===== config.mk =====
export PLATFORM = sky130hd
export DESIGN_NAME = fifo_write_ctrl_flat
export DESIGN_NICKNAME = d
export VERILOG_FILES = /design/src/rtl/fifo_pkg.sv /design/src/rtl/fifo_write_ctrl_if.sv /design/src/rtl/fifo_write_ctrl_sync.sv /design/src/rtl/fifo_write_ctrl.sv /design/src/flat_wrapper.sv
export SDC_FILE = /design/constraint.sdc
export NUM_CORES = 1
export LEC_CHECK = 0
export CELL_PAD_IN_SITES_DETAIL_PLACEMENT = 0
export CELL_PAD_IN_SITES_GLOBAL_PLACEMENT = 1
export CORE_UTILIZATION = 25
export CTS_BUF_LIST = sky130_fd_sc_hd__clkbuf_16
export CTS_CLUSTER_SIZE = 30
export DETAILED_ROUTE_END_ITERATION = 10
export PLACE_DENSITY = 0.62
export SKIP_LAST_GASP = 1
export SLEW_MARGIN = 20
export SYNTH_ARGS = -nofsm -noshare
export SYNTH_HDL_FRONTEND = slang
export SYNTH_SLANG_ARGS = --single-unit

===== constraint.sdc =====
create_clock -name CLK -period 4.6 [get_ports CLK]
set_input_delay 1.15 -clock CLK [delete_from_list [all_inputs] [get_ports CLK]]
set_output_delay 1.15 -clock CLK [all_outputs]
set_load 0.02 [all_outputs]

===== src/rtl/fifo_pkg.sv =====
// rtl/fifo_pkg.sv - shared FIFO constants and Gray/binary pointer helpers
package fifo_pkg;

  localparam int DEFAULT_WIDTH     = 8;
  localparam int DEFAULT_AF_MARGIN = 2;

  // 16-bit working width covers the full legal pointer range; callers zero-extend and truncate
  function automatic logic [15:0] bin2gray(input logic [15:0] i_bin);
    return i_bin ^ (i_bin >> 1);
  endfunction

  function automatic logic [15:0] gray2bin(input logic [15:0] i_gray);
    logic [15:0] w_bin;
    w_bin[15] = i_gray[15];
    for (int i = 14; i >= 0; i--) begin
      w_bin[i] = w_bin[i+1] ^ i_gray[i];
    end
    return w_bin;
  endfunction

endpackage


===== src/rtl/fifo_write_ctrl_if.sv =====
// rtl/fifo_write_ctrl_if.sv - write-side FIFO controller signal bundle
interface fifo_write_ctrl_if
  import fifo_pkg::*;
#(
  parameter int WIDTH = DEFAULT_WIDTH
);

  logic             WRITE_ENA;
  logic [WIDTH-1:0] READ_PTR;
  logic [WIDTH-1:0] WRITE_PTR;
  logic [WIDTH-2:0] WRITE_ADDR;
  logic             MEM_WE;
  logic             FULL;
  logic             ALMOST_FULL;
  logic             OVERFLOW;

  modport master (
    input  WRITE_ENA, READ_PTR,
    output WRITE_PTR, WRITE_ADDR, MEM_WE, FULL, ALMOST_FULL, OVERFLOW
  );

  modport slave (
    output WRITE_ENA, READ_PTR,
    input  WRITE_PTR, WRITE_ADDR, MEM_WE, FULL, ALMOST_FULL, OVERFLOW
  );

endinterface


===== src/rtl/fifo_write_ctrl_sync.sv =====
// rtl/fifo_write_ctrl_sync.sv - two-flop synchronizer for a Gray-coded pointer
module fifo_write_ctrl_sync #(
  parameter int WIDTH = 8
) (
  input  logic             i_clk,
  input  logic             i_rst,
  input  logic [WIDTH-1:0] i_d,
  output logic [WIDTH-1:0] o_q
);

  logic [WIDTH-1:0] r_q1;
  logic [WIDTH-1:0] r_q2;

  always_ff @(posedge i_clk or posedge i_rst) begin
    if (i_rst) begin
      r_q1 <= '0;
      r_q2 <= '0;
    end else begin
      r_q1 <= i_d;
      r_q2 <= r_q1;
    end
  end

  assign o_q = r_q2;

endmodule


===== src/rtl/fifo_write_ctrl.sv =====
// rtl/fifo_write_ctrl.sv - async FIFO write-domain pointer, full/almost-full and overflow
module fifo_write_ctrl
  import fifo_pkg::*;
#(
  parameter int WIDTH     = DEFAULT_WIDTH,
  parameter int AF_MARGIN = DEFAULT_AF_MARGIN
) (
  input  logic               CLK,
  input  logic               RST,
  fifo_write_ctrl_if.master  bus
);

  localparam int DEPTH = 1 << (WIDTH - 1);

  logic [WIDTH-1:0] r_wbin;
  logic [WIDTH-1:0] r_wgray;
  logic             r_full;
  logic             r_afull;
  logic             r_ovf;

  logic             w_accept;
  logic [WIDTH-1:0] w_wbin_next;
  logic [WIDTH-1:0] w_wgray_next;
  logic [WIDTH-1:0] w_rq2;
  logic [WIDTH-1:0] w_rbin_sync;
  logic [WIDTH-1:0] w_fill_next;
  logic [WIDTH-1:0] w_full_cmp;

  fifo_write_ctrl_sync #(.WIDTH(WIDTH)) u_rptr_sync (
    .i_clk (CLK),
    .i_rst (RST),
    .i_d   (bus.READ_PTR),
    .o_q   (w_rq2)
  );

  assign w_accept     = bus.WRITE_ENA & ~r_full;
  assign w_wbin_next  = r_wbin + WIDTH'(w_accept);
  assign w_wgray_next = WIDTH'(bin2gray(16'(w_wbin_next)));
  assign w_rbin_sync  = WIDTH'(gray2bin(16'(w_rq2)));
  assign w_fill_next  = w_wbin_next - w_rbin_sync;
  // Full means one lap ahead: the two MSBs of the Gray pointer differ, the rest match
  assign w_full_cmp   = {~w_rq2[WIDTH-1:WIDTH-2], w_rq2[WIDTH-3:0]};

  always_ff @(posedge CLK or posedge RST) begin
    if (RST) begin
      r_wbin  <= '0;
      r_wgray <= '0;
      r_full  <= 1'b0;
      r_afull <= 1'b0;
      r_ovf   <= 1'b0;
    end else begin
      r_wbin  <= w_wbin_next;
      r_wgray <= w_wgray_next;
      r_full  <= (w_wgray_next == w_full_cmp);
      r_afull <= (w_fill_next >= WIDTH'(DEPTH - AF_MARGIN));
      r_ovf   <= r_ovf | (bus.WRITE_ENA & r_full);
    end
  end

  // RAM strobe is suppressed while reset is held so no stray write lands during reset
  assign bus.MEM_WE      = w_accept & ~RST;
  assign bus.WRITE_PTR   = r_wgray;
  assign bus.WRITE_ADDR  = r_wbin[WIDTH-2:0];
  assign bus.FULL        = r_full;
  assign bus.ALMOST_FULL = r_afull;
  assign bus.OVERFLOW    = r_ovf;

endmodule


===== src/flat_wrapper.sv =====
// flat-port wrapper written by rule: the top's interface ports become plain ports
module fifo_write_ctrl_flat import fifo_pkg::*;
#(
  parameter int WIDTH     = DEFAULT_WIDTH,
  parameter int AF_MARGIN = DEFAULT_AF_MARGIN
)
  (CLK, RST, bus_WRITE_ENA, bus_READ_PTR, bus_WRITE_PTR, bus_WRITE_ADDR, bus_MEM_WE, bus_FULL, bus_ALMOST_FULL, bus_OVERFLOW);
  fifo_write_ctrl_if #(.WIDTH(WIDTH)) bus_i ();
  input  logic CLK;
  input  logic RST;
  input wire logic [$bits(bus_i.WRITE_ENA)-1:0] bus_WRITE_ENA;
  input wire logic [$bits(bus_i.READ_PTR)-1:0] bus_READ_PTR;
  output wire logic [$bits(bus_i.WRITE_PTR)-1:0] bus_WRITE_PTR;
  output wire logic [$bits(bus_i.WRITE_ADDR)-1:0] bus_WRITE_ADDR;
  output wire logic [$bits(bus_i.MEM_WE)-1:0] bus_MEM_WE;
  output wire logic [$bits(bus_i.FULL)-1:0] bus_FULL;
  output wire logic [$bits(bus_i.ALMOST_FULL)-1:0] bus_ALMOST_FULL;
  output wire logic [$bits(bus_i.OVERFLOW)-1:0] bus_OVERFLOW;
  assign bus_i.WRITE_ENA = bus_WRITE_ENA;
  assign bus_i.READ_PTR = bus_READ_PTR;
  assign bus_WRITE_PTR = bus_i.WRITE_PTR;
  assign bus_WRITE_ADDR = bus_i.WRITE_ADDR;
  assign bus_MEM_WE = bus_i.MEM_WE;
  assign bus_FULL = bus_i.FULL;
  assign bus_ALMOST_FULL = bus_i.ALMOST_FULL;
  assign bus_OVERFLOW = bus_i.OVERFLOW;
  fifo_write_ctrl #(.WIDTH(WIDTH), .AF_MARGIN(AF_MARGIN)) u_core (.CLK(CLK), .RST(RST), .bus(bus_i));
endmodule

==> results.py, run 1 <==
metrics = {
    "finish": {
        "fin_area_um2": 2357,
        "layout.nets": 204,
        "final-seq-area_um2": 850.8,
        "diodes": 0,
        "area_delta_synth_final_pct": 30.47,
        "fill_cells": 672,
        "multi_input_area_um2": 898.4,
        "final_layout_size_suffix_gt1_share_pct": 10.38,
        "layout_commonest_cell": "dfrtp_1",
        "final_cell_mix": "dfrtp_1 (34), clkdlybuf4s50_1 (29), xor2_1 (15), xnor2_1 (11), ha_1 (10)",
    },
    "floorplanning": {
        "start_util_pct": 26.30,
        "io_pins": 30,
        "rows": 30,
        "die_y_um": 87.01,
        "die_area_um2": 7571,
        "core_area_um2": 6869,
        "die_width_um": 87.01,
    },
    "grt": {
        "grt_antenna_before_repair": 0,
        "grt_max_degree": 35,
        "grt_usage_pct": 11.14,
        "first_global_vias": 1271,
        "grt_pass1_wl_um": 6078,
        "grt_overflow_total": 0,
    },
    "clock_network": {
        "root_buffer": "clkbuf_16",
        "post_cts_buffers": 0,
        "ctsHoldBuffers": 0,
        "numClockSinks": 34,
        "clk_latency_ns": 0.28,
        "cts_resized": 0,
        "cts_tree": "done",
        "cts_buffers": 5,
        "htreeDepth": 2,
        "cts_buffer_depth": 2,
        "clk_pin_slew_ns": 0.06,
    },
    "yosys": {
        "synthMuxAreaShare_pct": 1.108,
        "ys_seq_elements": 34,
        "synth_top_family_by_area": "XOR/XNOR gates",
        "synthFlopType": "dfrtp_1",
        "avgSynthCellArea_um2": 12.37,
        "synthXorXnorAreaFrac_pct": 20.91,
        "syn_inst": 146,
        "yosysWarnings": 0,
        "synth_edf_count": 0,
        "synth_compound_area_share_pct": 7.756,
        "ys_types": 47,
        "ys_seq_area_share_pct": 47.09,
        "netlist_area_um2": 1807,
        "yosys.area_share.adder_pct": 8.033,
        "synth-simple-area-share_pct": 11.91,
        "synth_nets": 168,
        "async_reset_ff_share_pct": 100.0,
    },
    "setup_path": {
        "rrSetupSlack_ns": 1.02,
        "rr_endpoint": "u_core.bus.ALMOST_FULL",
        "crit_path_end_kind": "register",
        "ff2ff_path_depth": 13,
        "arrival_ns": 4.26,
        "path_class": "in -> reg",
        "r2r_start": "u_core.u_rptr_sync.o_q[7]",
        "cp.required_ns": 4.82,
        "path_max_fanout": 5,
        "cp-endpoint": "u_core.bus.ALMOST_FULL",
        "critPathLaunchType": "primary input",
        "startpoint": "bus_WRITE_ENA",
    },
    "sta": {
        "slew_headroom_pct": 70.86,
        "period_share_pct": 87.92,
        "final.setup_skew_ns": 0.005333,
        "setup_violations": 0,
        "rsz0062_at_grt": "no",
        "fin_ws_ns": 0.5558,
        "fmax_mhz": 247.3,
        "final.min_clock_period_ns": 4.044,
        "tightest_slew_ns": 0.4371,
        "maxSlewViolCount": 0,
        "tns_ns": 0,
        "hold_viol_final": 0,
        "hold-worst-slack_ns": 0.3471,
    },
    "route": {
        "detail-route-antenna-nets": 0,
        "wl_per_cell_um": 12.48,
        "vias": 1141,
        "drt_iter0_drc": 45,
        "drt-total-wl_um": 3483,
        "first_pass_iters": 4,
        "drcViolationCount": 0,
        "vias_per_cell": 4.090,
    },
    "place": {
        "pre_cts_ws_ns": 0.3234,
        "dpl-instance-area_um2": 2216,
        "port_buffers": 29,
        "dp_hpwl_um": 2624,
        "place.gp.congestion": 0.8365,
    },
    "power_and_ir_drop": {
        "powerDensity_nw_per_um2": 676.7,
        "switching_share_pct": 39.00,
        "ir_drop_mv": 0.2649,
        "clkPwrFrac_pct": 20.1,
        "p_comb_share_pct": 50.9,
        "seq_power_share_pct": 28.9,
        "p_leak_nw": 1.081,
        "p_int_mw": 0.9730,
        "p_sw_mw": 0.6221,
    },
    "hold_path": {
        "whs_path_depth": 0,
        "hp-class": "reg -> reg",
    },
    "run": {
        "drv_cap": 0,
    },
    "run_status": {
        "status": "complete, no violations",
    },
}
==> registers in the layout (all words and copies together), names as in the netlist <==
name and flops:
u_core.bus.ALMOST_FULL 1, u_core.u_rptr_sync.r_q1 8, u_core.bus.WRITE_PTR 7, u_core.bus.OVERFLOW 1, u_core.r_wbin 8, u_core.u_rptr_sync.o_q 8
u_core.bus.FULL 1
==> power by group through the flow <==
| stage | Combinational (mW) | Sequential, mW | Clock [mW] |
|---|---|---|---|
| 2_1_floorplan | 0.527 | 0.505 | 0 |
| 3_3_place_gp | 0.817 | 0.468 | 0 |
| 3_5_place_dp | 0.817 | 0.466 | 0 |
| 4_1_cts | 0.821 | 0.461 | 0.332 |
| 5_1_grt | 0.910 | 0.475 | 0.349 |
| 6_report | 0.813 | 0.461 | 0.321 |
==> Yosys cell counts (2+ instances only) <==
cell type	instances	area, µm²
dfrtp_1	34	850.8
xor2_1	15	131.4
xnor2_1	11	96.34
ha_1	10	125.1
inv_1	7	26.28
nand2_1	6	22.52
nor2_1	5	18.77
nand3_1	4	20.02
nor2b_1	4	25.02
xnor3_1	4	90.09
a21o_1	2	15.01
and2_1	2	12.51
and3_2	2	15.01
and4_4	2	22.52
buf_6	2	22.52
mux2i_1	2	20.02
nor4_1	2	12.51
o22ai_1	2	12.51
xor2_2	2	32.53
==> critical path, stage by stage <==
cell and delay, ns:
clkdlybuf4s50_1 0.48, nor2b_1 0.18, ha_1 0.26, ha_1 0.20, nand3_1 0.11, nor2_1 0.16, xnor2_1 0.22, inv_1 0.14
ha_1 0.35, xor2_1 0.16, nand3_1 0.11, or4_1 0.49, o211ai_1 0.11, a211o_1 0.14
==> per-layer routing <==
layer / wire, µm / vias up / track usage (%)
li1: - / 574 / -
met1: 1718 / 533 / 14.63
met2: 1548 / 27 / 16.46
met3: 135 / 7 / 3.507
met4: 80 / 0 / 5.606
met5: 0 / - / 0
==> worst min path at each step <==
stage | startpoint | slack [ns] | endpoint
2_1_floorplan | u_core.u_rptr_sync.r_q1[0] | 0.33 | u_core.u_rptr_sync.o_q[0]
3_3_place_gp | u_core.u_rptr_sync.r_q1[4] | 0.33 | u_core.u_rptr_sync.o_q[4]
3_5_place_dp | u_core.u_rptr_sync.r_q1[1] | 0.34 | u_core.u_rptr_sync.o_q[1]
4_1_cts | u_core.u_rptr_sync.r_q1[1] | 0.35 | u_core.u_rptr_sync.o_q[1]
5_1_grt | u_core.u_rptr_sync.r_q1[1] | 0.35 | u_core.u_rptr_sync.o_q[1]
6_report | u_core.u_rptr_sync.r_q1[4] | 0.35 | u_core.u_rptr_sync.o_q[4]
==> cell type report <==
type | count | share of cell area, %
timing repair buffer | 33 | 13.59
sequential | 34 | 36.09
clock buffer | 5 | 5.308
tap | 96 | 5.096
clock inverter | 3 | 0.6900
multi-input combinational | 101 | 38.11
inverter | 7 | 1.115
==> through the flow <==
| stage | util (%) | total power, mW | std cells |
|---|---|---|---|
| after floorplan | - | 1.031 | 146 |
| after global placement | 32.26 | 1.286 | 271 |
| after detailed placement | 32.26 | 1.283 | 271 |
| after CTS | 34.32 | 1.615 | 279 |
| after global routing | 34.32 | 1.734 | 279 |
| final | 34.32 | 1.595 | 279 |
==> cell families after synthesis <==
group	count (synthesis)
xor gates and xnor gates	33
muxes	2
buffers and inverters	11
AOI/OAI and AO/OA	18
and+or+nand+nor	37
adders and majority gates	11
DFF	34
Power figures use the tool's default switching activity.
==> inputs of run 2 (changes only) <==
--- a/config.mk
+++ b/config.mk
@@ -12,6 +12,7 @@
 export CTS_CLUSTER_SIZE = 30
 export DETAILED_ROUTE_END_ITERATION = 10
 export PLACE_DENSITY = 0.62
+export RECOVER_POWER = 50
 export SKIP_LAST_GASP = 1
 export SLEW_MARGIN = 20
 export SYNTH_ARGS = -nofsm -noshare
==> constraint.sdc (replaced) <==
create_clock -name CLK -period 4.6 [get_ports CLK]
set_input_delay 0.69 -clock CLK [delete_from_list [all_inputs] [get_ports CLK]]
set_output_delay 0.69 -clock CLK [all_outputs]
set_load 0.02 [all_outputs]
==> results.py, run 2 (synthesis results as in run 1) <==
metrics = {
    "run": {
        "drv_cap": 1,
    },
    "clock_network": {
        "numClockSinks": 34,
        "clk_latency_ns": 0.27,
        "cts_buffers": 5,
        "clk_pin_slew_ns": 0.05,
        "cts_buffer_depth": 2,
        "cts_tree": "done",
        "post_cts_buffers": 0,
        "ctsHoldBuffers": 0,
        "cts_resized": 0,
        "root_buffer": "clkbuf_16",
        "htreeDepth": 2,
    },
    "route": {
        "route.met3.wl_um": 186,
        "first_pass_iters": 4,
        "vias": 1137,
        "wl_per_cell_um": 12.34,
        "drt_iter0_drc": 27,
        "met2WireLength_um": 1546,
        "dr.max_layer_used": "met4",
        "vias_per_cell": 4.105,
        "detail-route-antenna-nets": 0,
        "wl_met1_um": 1626,
        "drcViolationCount": 0,
        "drt-total-wl_um": 3417,
    },
    "power_and_ir_drop": {
        "switching_share_pct": 38.39,
        "seq_power_share_pct": 29.4,
        "powerDensity_nw_per_um2": 671.2,
        "p_sw_mw": 0.6015,
        "p_int_mw": 0.9655,
        "p_comb_share_pct": 50.7,
        "p_leak_nw": 1.076,
        "clkPwrFrac_pct": 19.9,
        "ir_drop_mv": 0.1750,
    },
    "setup_path": {
        "crit_path_end_kind": "register",
        "path_class": "in -> reg",
        "arrival_ns": 4.15,
        "ff2ff_path_depth": 13,
        "startpoint": "bus_WRITE_ENA",
        "critPathLaunchType": "primary input",
        "r2r_start": "u_core.u_rptr_sync.o_q[7]",
        "path_max_fanout": 6,
        "cp.required_ns": 4.82,
    },
    "sta": {
        "period_share_pct": 85.62,
        "tightest_slew_ns": 1.891,
        "fmax_mhz": 253.9,
        "tns_ns": 0,
        "hold_viol_final": 0,
        "final.min_clock_period_ns": 3.938,
        "maxSlewViolCount": 35,
        "rsz0062_at_grt": "no",
        "setup_violations": 0,
        "slew_headroom_pct": -26.08,
        "final.setup_skew_ns": 0.002330,
    },
    "grt": {
        "first_global_vias": 1153,
        "grt_overflow_total": 0,
        "grt_pass1_wl_um": 5789,
        "grt_usage_pct": 10.50,
        "grt_max_degree": 35,
        "grt_antenna_before_repair": 0,
    },
    "hold_path": {
        "whs_path_depth": 0,
        "hp-class": "reg -> reg",
        "hold_start": "u_core.u_rptr_sync.r_q1[5]",
    },
    "finish": {
        "final_layout_size_suffix_gt1_share_pct": 8.287,
        "area_delta_synth_final_pct": 29.22,
        "layout_commonest_cell": "dfrtp_1",
        "instances_no_fill": 277,
        "fill_cells": 694,
        "layout.nets": 202,
        "diodes": 0,
        "final_cell_mix": "dfrtp_1 (34), clkdlybuf4s50_1 (19), xor2_1 (15), xnor2_1 (11)",
    },
    "run_status": {
        "status": "finished with violations",
        "violations": "capacitance limit, slew limit",
    },
    "floorplanning": {
        "core_area_um2": 6869,
        "rows": 30,
        "die_width_um": 87.01,
        "io_pins": 30,
        "die_y_um": 87.01,
        "start_util_pct": 26.30,
        "die_area_um2": 7571,
    },
    "place": {
        "dp_hpwl_um": 2572,
        "place.gp.congestion": 0.7487,
        "dp.cells": 269,
        "port_buffers": 29,
    },
}
-- run 2: changes by cell type in the layout (fill, tap and decap cells not counted) --
cell | before | now
inv_1 | 7 | 8
clkbuf_1 | 0 | 1
clkinvlp_4 | 1 | 0
clkdlybuf4s50_1 | 29 | 19
buf_4 | 4 | 1
dlygate4sd3_1 | 0 | 10
-- run 2: area by class of cell --
class | count | area, µm² | share of cell area (%)
Inverter | 7 | 26.28 | 1.125
Timing Repair Buffer | 31 | 301.5 | 12.92
Sequential cell | 34 | 850.8 | 36.44
Clock buffer | 5 | 125.1 | 5.359
Tap cell | 96 | 120.1 | 5.145
Clock inverter | 3 | 12.51 | 0.5359
Multi-Input combinational cell | 101 | 898.4 | 38.48
-- run 2: final timing paths --
kind / end / slack [ns]
min in group asynchronous: u_core.u_rptr_sync.r_q1[0] / 1.64
max in group asynchronous: u_core.bus.WRITE_PTR[6] / 1.88
hold reg to reg: u_core.u_rptr_sync.o_q[5] / 0.35
setup reg to reg: u_core.bus.ALMOST_FULL / 1.12
setup / recovery: u_core.bus.ALMOST_FULL / 0.66
hold / removal: u_core.u_rptr_sync.o_q[5] / 0.35
-- run 2: worst max-delay path, cell delays in order --
cell and delay [ns]:
dlygate4sd3_1 0.54, nor2b_1 0.18, ha_1 0.26, ha_1 0.30
nand3_1 0.25, nor2_1 0.20, xnor2_1 0.22, inv_1 0.15
ha_1 0.36, xor2_1 0.17, nand3_1 0.10, or4_1 0.47
o211ai_1 0.11, a211o_1 0.15
-- run 2: through the flow --
step / total power [mW] / utilization (%) / area, µm² / hold WS, ns / setup WS, ns
6_report: 1.567 / 33.99 / 2335 / 0.3458 / 0.6616
2_1_floorplan: 1.031 / - / 1807 / 0.3312 / 1.273
5_1_grt: 1.706 / 33.99 / 2335 / 0.3494 / 0.3622
3_5_place_dp: 1.278 / 32.04 / 2201 / 0.3347 / 0.4528
3_3_place_gp: 1.280 / 32.04 / 2201 / 0.3317 / 0.5524
4_1_cts: 1.597 / 34.04 / 2338 / 0.3466 / 0.7322
-- run 2: routing by layer --
metal	global-route usage, %	vias to the layer above
li1	-	575
met5	0	-
met4	5.455	0
met2	15.46	24
met1	13.47	532
met3	3.791	6
-- run 2: power by group through the flow --
| stage | combinational (mW) | sequential (mW) | clock, mW |
|---|---|---|---|
| 5_1_grt | 0.890 | 0.475 | 0.341 |
| 4_1_cts | 0.811 | 0.464 | 0.323 |
| 3_5_place_dp | 0.810 | 0.468 | 0 |
| 3_3_place_gp | 0.810 | 0.470 | 0 |
| 2_1_floorplan | 0.527 | 0.505 | 0 |
| 6_report | 0.795 | 0.461 | 0.311 |
==> inputs of run 3 (changes only) <==
--- a/config.mk
+++ b/config.mk
@@ -8,7 +8,7 @@
 export CELL_PAD_IN_SITES_DETAIL_PLACEMENT = 0
 export CELL_PAD_IN_SITES_GLOBAL_PLACEMENT = 1
 export CORE_UTILIZATION = 25
-export CTS_BUF_LIST = sky130_fd_sc_hd__clkbuf_16
+export CTS_BUF_LIST = sky130_fd_sc_hd__clkbuf_8
 export CTS_CLUSTER_SIZE = 30
 export DETAILED_ROUTE_END_ITERATION = 10
 export PLACE_DENSITY = 0.62
==> results.py, run 3 (synthesis results as in run 1) <==
metrics = {
    "floorplanning": {
        "die_area_um2": 7571,
        "rows": 30,
        "die_width_um": 87.01,
        "die_y_um": 87.01,
        "core_area_um2": 6869,
        "start_util_pct": 26.30,
        "io_pins": 30,
    },
    "setup_path": {
        "crit_slowest_cell": "dlygate4sd3_1",
        "r2r_start": "u_core.u_rptr_sync.o_q[7]",
        "cpMostUsedCell": "ha_1",
        "crit_path_end_kind": "register",
        "critical_path.top_delay_family": "simple AND/OR/NAND/NOR gates",
        "startpoint": "bus_WRITE_ENA",
        "cp_slowest_stage_delay_ns": 0.54,
        "worstPathCellList": "dlygate4sd3_1 -> nor2b_1 -> ha_1 -> ha_1 -> nand3_1 -> nor2_1 -> xnor2_1 -> inv_1 -> ha_1 -> xor2_1 -> nand3_1 -> or4_1 -> o211ai_1 -> a211o_1",
        "path_buf_inv": 2,
        "cp.required_ns": 4.83,
        "arrival_ns": 4.15,
        "critPathLaunchType": "primary input",
        "path_class": "in -> reg",
        "path_max_fanout": 6,
    },
    "clock_network": {
        "cts_tree": "done",
        "clk_pin_slew_ns": 0.07,
        "numClockSinks": 34,
        "post_cts_buffers": 0,
        "root_buffer": "clkbuf_8",
        "cts_buffers": 5,
        "htreeDepth": 2,
        "cts_buffer_depth": 2,
        "ctsHoldBuffers": 0,
        "cts_resized": 0,
        "clk_latency_ns": 0.28,
    },
    "sta": {
        "rsz0062_at_grt": "no",
        "fmax_mhz": 254.9,
        "final.min_clock_period_ns": 3.923,
        "tightest_slew_ns": 1.880,
        "period_share_pct": 85.28,
        "setup_violations": 0,
        "hold_viol_final": 0,
        "tns_ns": 0,
        "maxSlewViolCount": 35,
        "slew_headroom_pct": -25.33,
        "final.setup_skew_ns": 0.006724,
    },
    "place": {
        "dp.cells": 269,
        "port_buffers": 29,
        "dp_hpwl_um": 2572,
        "place.gp.congestion": 0.7487,
    },
    "route": {
        "drt_iter0_drc": 33,
        "detail-route-antenna-nets": 0,
        "drcViolationCount": 0,
        "first_pass_iters": 4,
        "vias": 1130,
        "vias_per_cell": 4.079,
        "wl_per_cell_um": 12.42,
        "drt-total-wl_um": 3441,
    },
    "run_status": {
        "violations": "capacitance limit, slew limit",
        "status": "finished with violations",
    },
    "grt": {
        "grt_overflow_total": 0,
        "grt_antenna_before_repair": 0,
        "first_global_vias": 1149,
        "grt_pass1_wl_um": 5796,
        "grt_max_degree": 35,
        "grt_usage_pct": 10.42,
    },
    "hold_path": {
        "hp-class": "reg -> reg",
        "hold_start": "u_core.u_rptr_sync.r_q1[5]",
    },
    "power_and_ir_drop": {
        "power_mw": 1.485,
        "p_leak_nw": 1.056,
        "powerDensity_nw_per_um2": 648.8,
        "ir_drop_mv": 0.1457,
    },
    "finish": {
        "diodes": 0,
        "final-seq-area_um2": 850.8,
        "final_cell_mix": "dfrtp_1 (34), clkdlybuf4s50_1 (19), xor2_1 (15), xnor2_1 (11)",
        "multi_input_area_um2": 898.4,
        "layout.nets": 202,
        "instances_no_fill": 277,
        "layout_commonest_cell": "dfrtp_1",
        "fill_cells": 699,
        "final_layout_size_suffix_gt1_share_pct": 8.840,
        "area_delta_synth_final_pct": 26.66,
    },
    "run": {
        "drv_cap": 1,
    },
}
[run 3: cell count changes in the layout (fill, tap and decap cells not counted)]
cell	before	now
clkbuf_16	5	0
clkinv_1	1	0
clkbuf_8	0	6
[run 3: worst paths after layout]
| kind | depth (start not counted) | to | slack (ns) |
|---|---|---|---|
| min in group asynchronous | 3 | u_core.r_wbin[1] | 1.61 |
| hold / removal | 0 | u_core.u_rptr_sync.o_q[5] | 0.35 |
| setup reg to reg | 13 | u_core.bus.ALMOST_FULL | 1.11 |
| setup / recovery | 14 | u_core.bus.ALMOST_FULL | 0.68 |
| hold reg to reg | 0 | u_core.u_rptr_sync.o_q[5] | 0.35 |
| max in group asynchronous | 3 | u_core.bus.WRITE_PTR[0] | 1.92 |
[run 3: per-layer routing]
metal  vias up  global-route usage [%]  share of wire, %
met4         0                   4.545               1.5
met1       523                   13.53                49
li1        574                       -                 -
met2        27                   15.53                45
met3         6                   3.791               5.1
met5         -                       0                 0
[run 3: worst register-to-register path: stages, from the launching register on]
cell and delay [ns]:
dfrtp_1 0.41, xnor3_1 0.48, xor2_2 0.23, xnor3_1 0.31, xor2_2 0.24, xnor2_1 0.18
ha_1 0.18, inv_1 0.05, fa_1 0.37, xor2_1 0.16, nand3_1 0.10, or4_1 0.47
o211ai_1 0.11, a211o_1 0.15
[run 3: area by class of cell]
type	count	share of cell area [%]
clock inverter	2	0.3827
timing repair buffer	31	13.18
sequential	34	37.18
clock buffer	6	3.609
tap	96	5.249
multi-input combinational	101	39.26
inverter	7	1.148
[run 3: power by group]
part	total, mW	internal (mW)	switching [mW]	leakage, nW
logic	0.798	0.393	0.405	0.594
clock network	0.225	0.119	0.107	0.0524
registers	0.461	0.377	0.0836	0.410
[run 3: per-stage QoR]
step	hold slack, ns	util, %	setup WS (ns)	area [µm²]
3_3_place_gp	0.3317	32.04	0.5524	2201
3_5_place_dp	0.3347	32.04	0.4528	2201
4_1_cts	0.3502	33.37	0.7428	2292
6_report	0.3493	33.32	0.6770	2288
2_1_floorplan	0.3312	-	1.273	1807
5_1_grt	0.3544	33.32	0.3802	2288
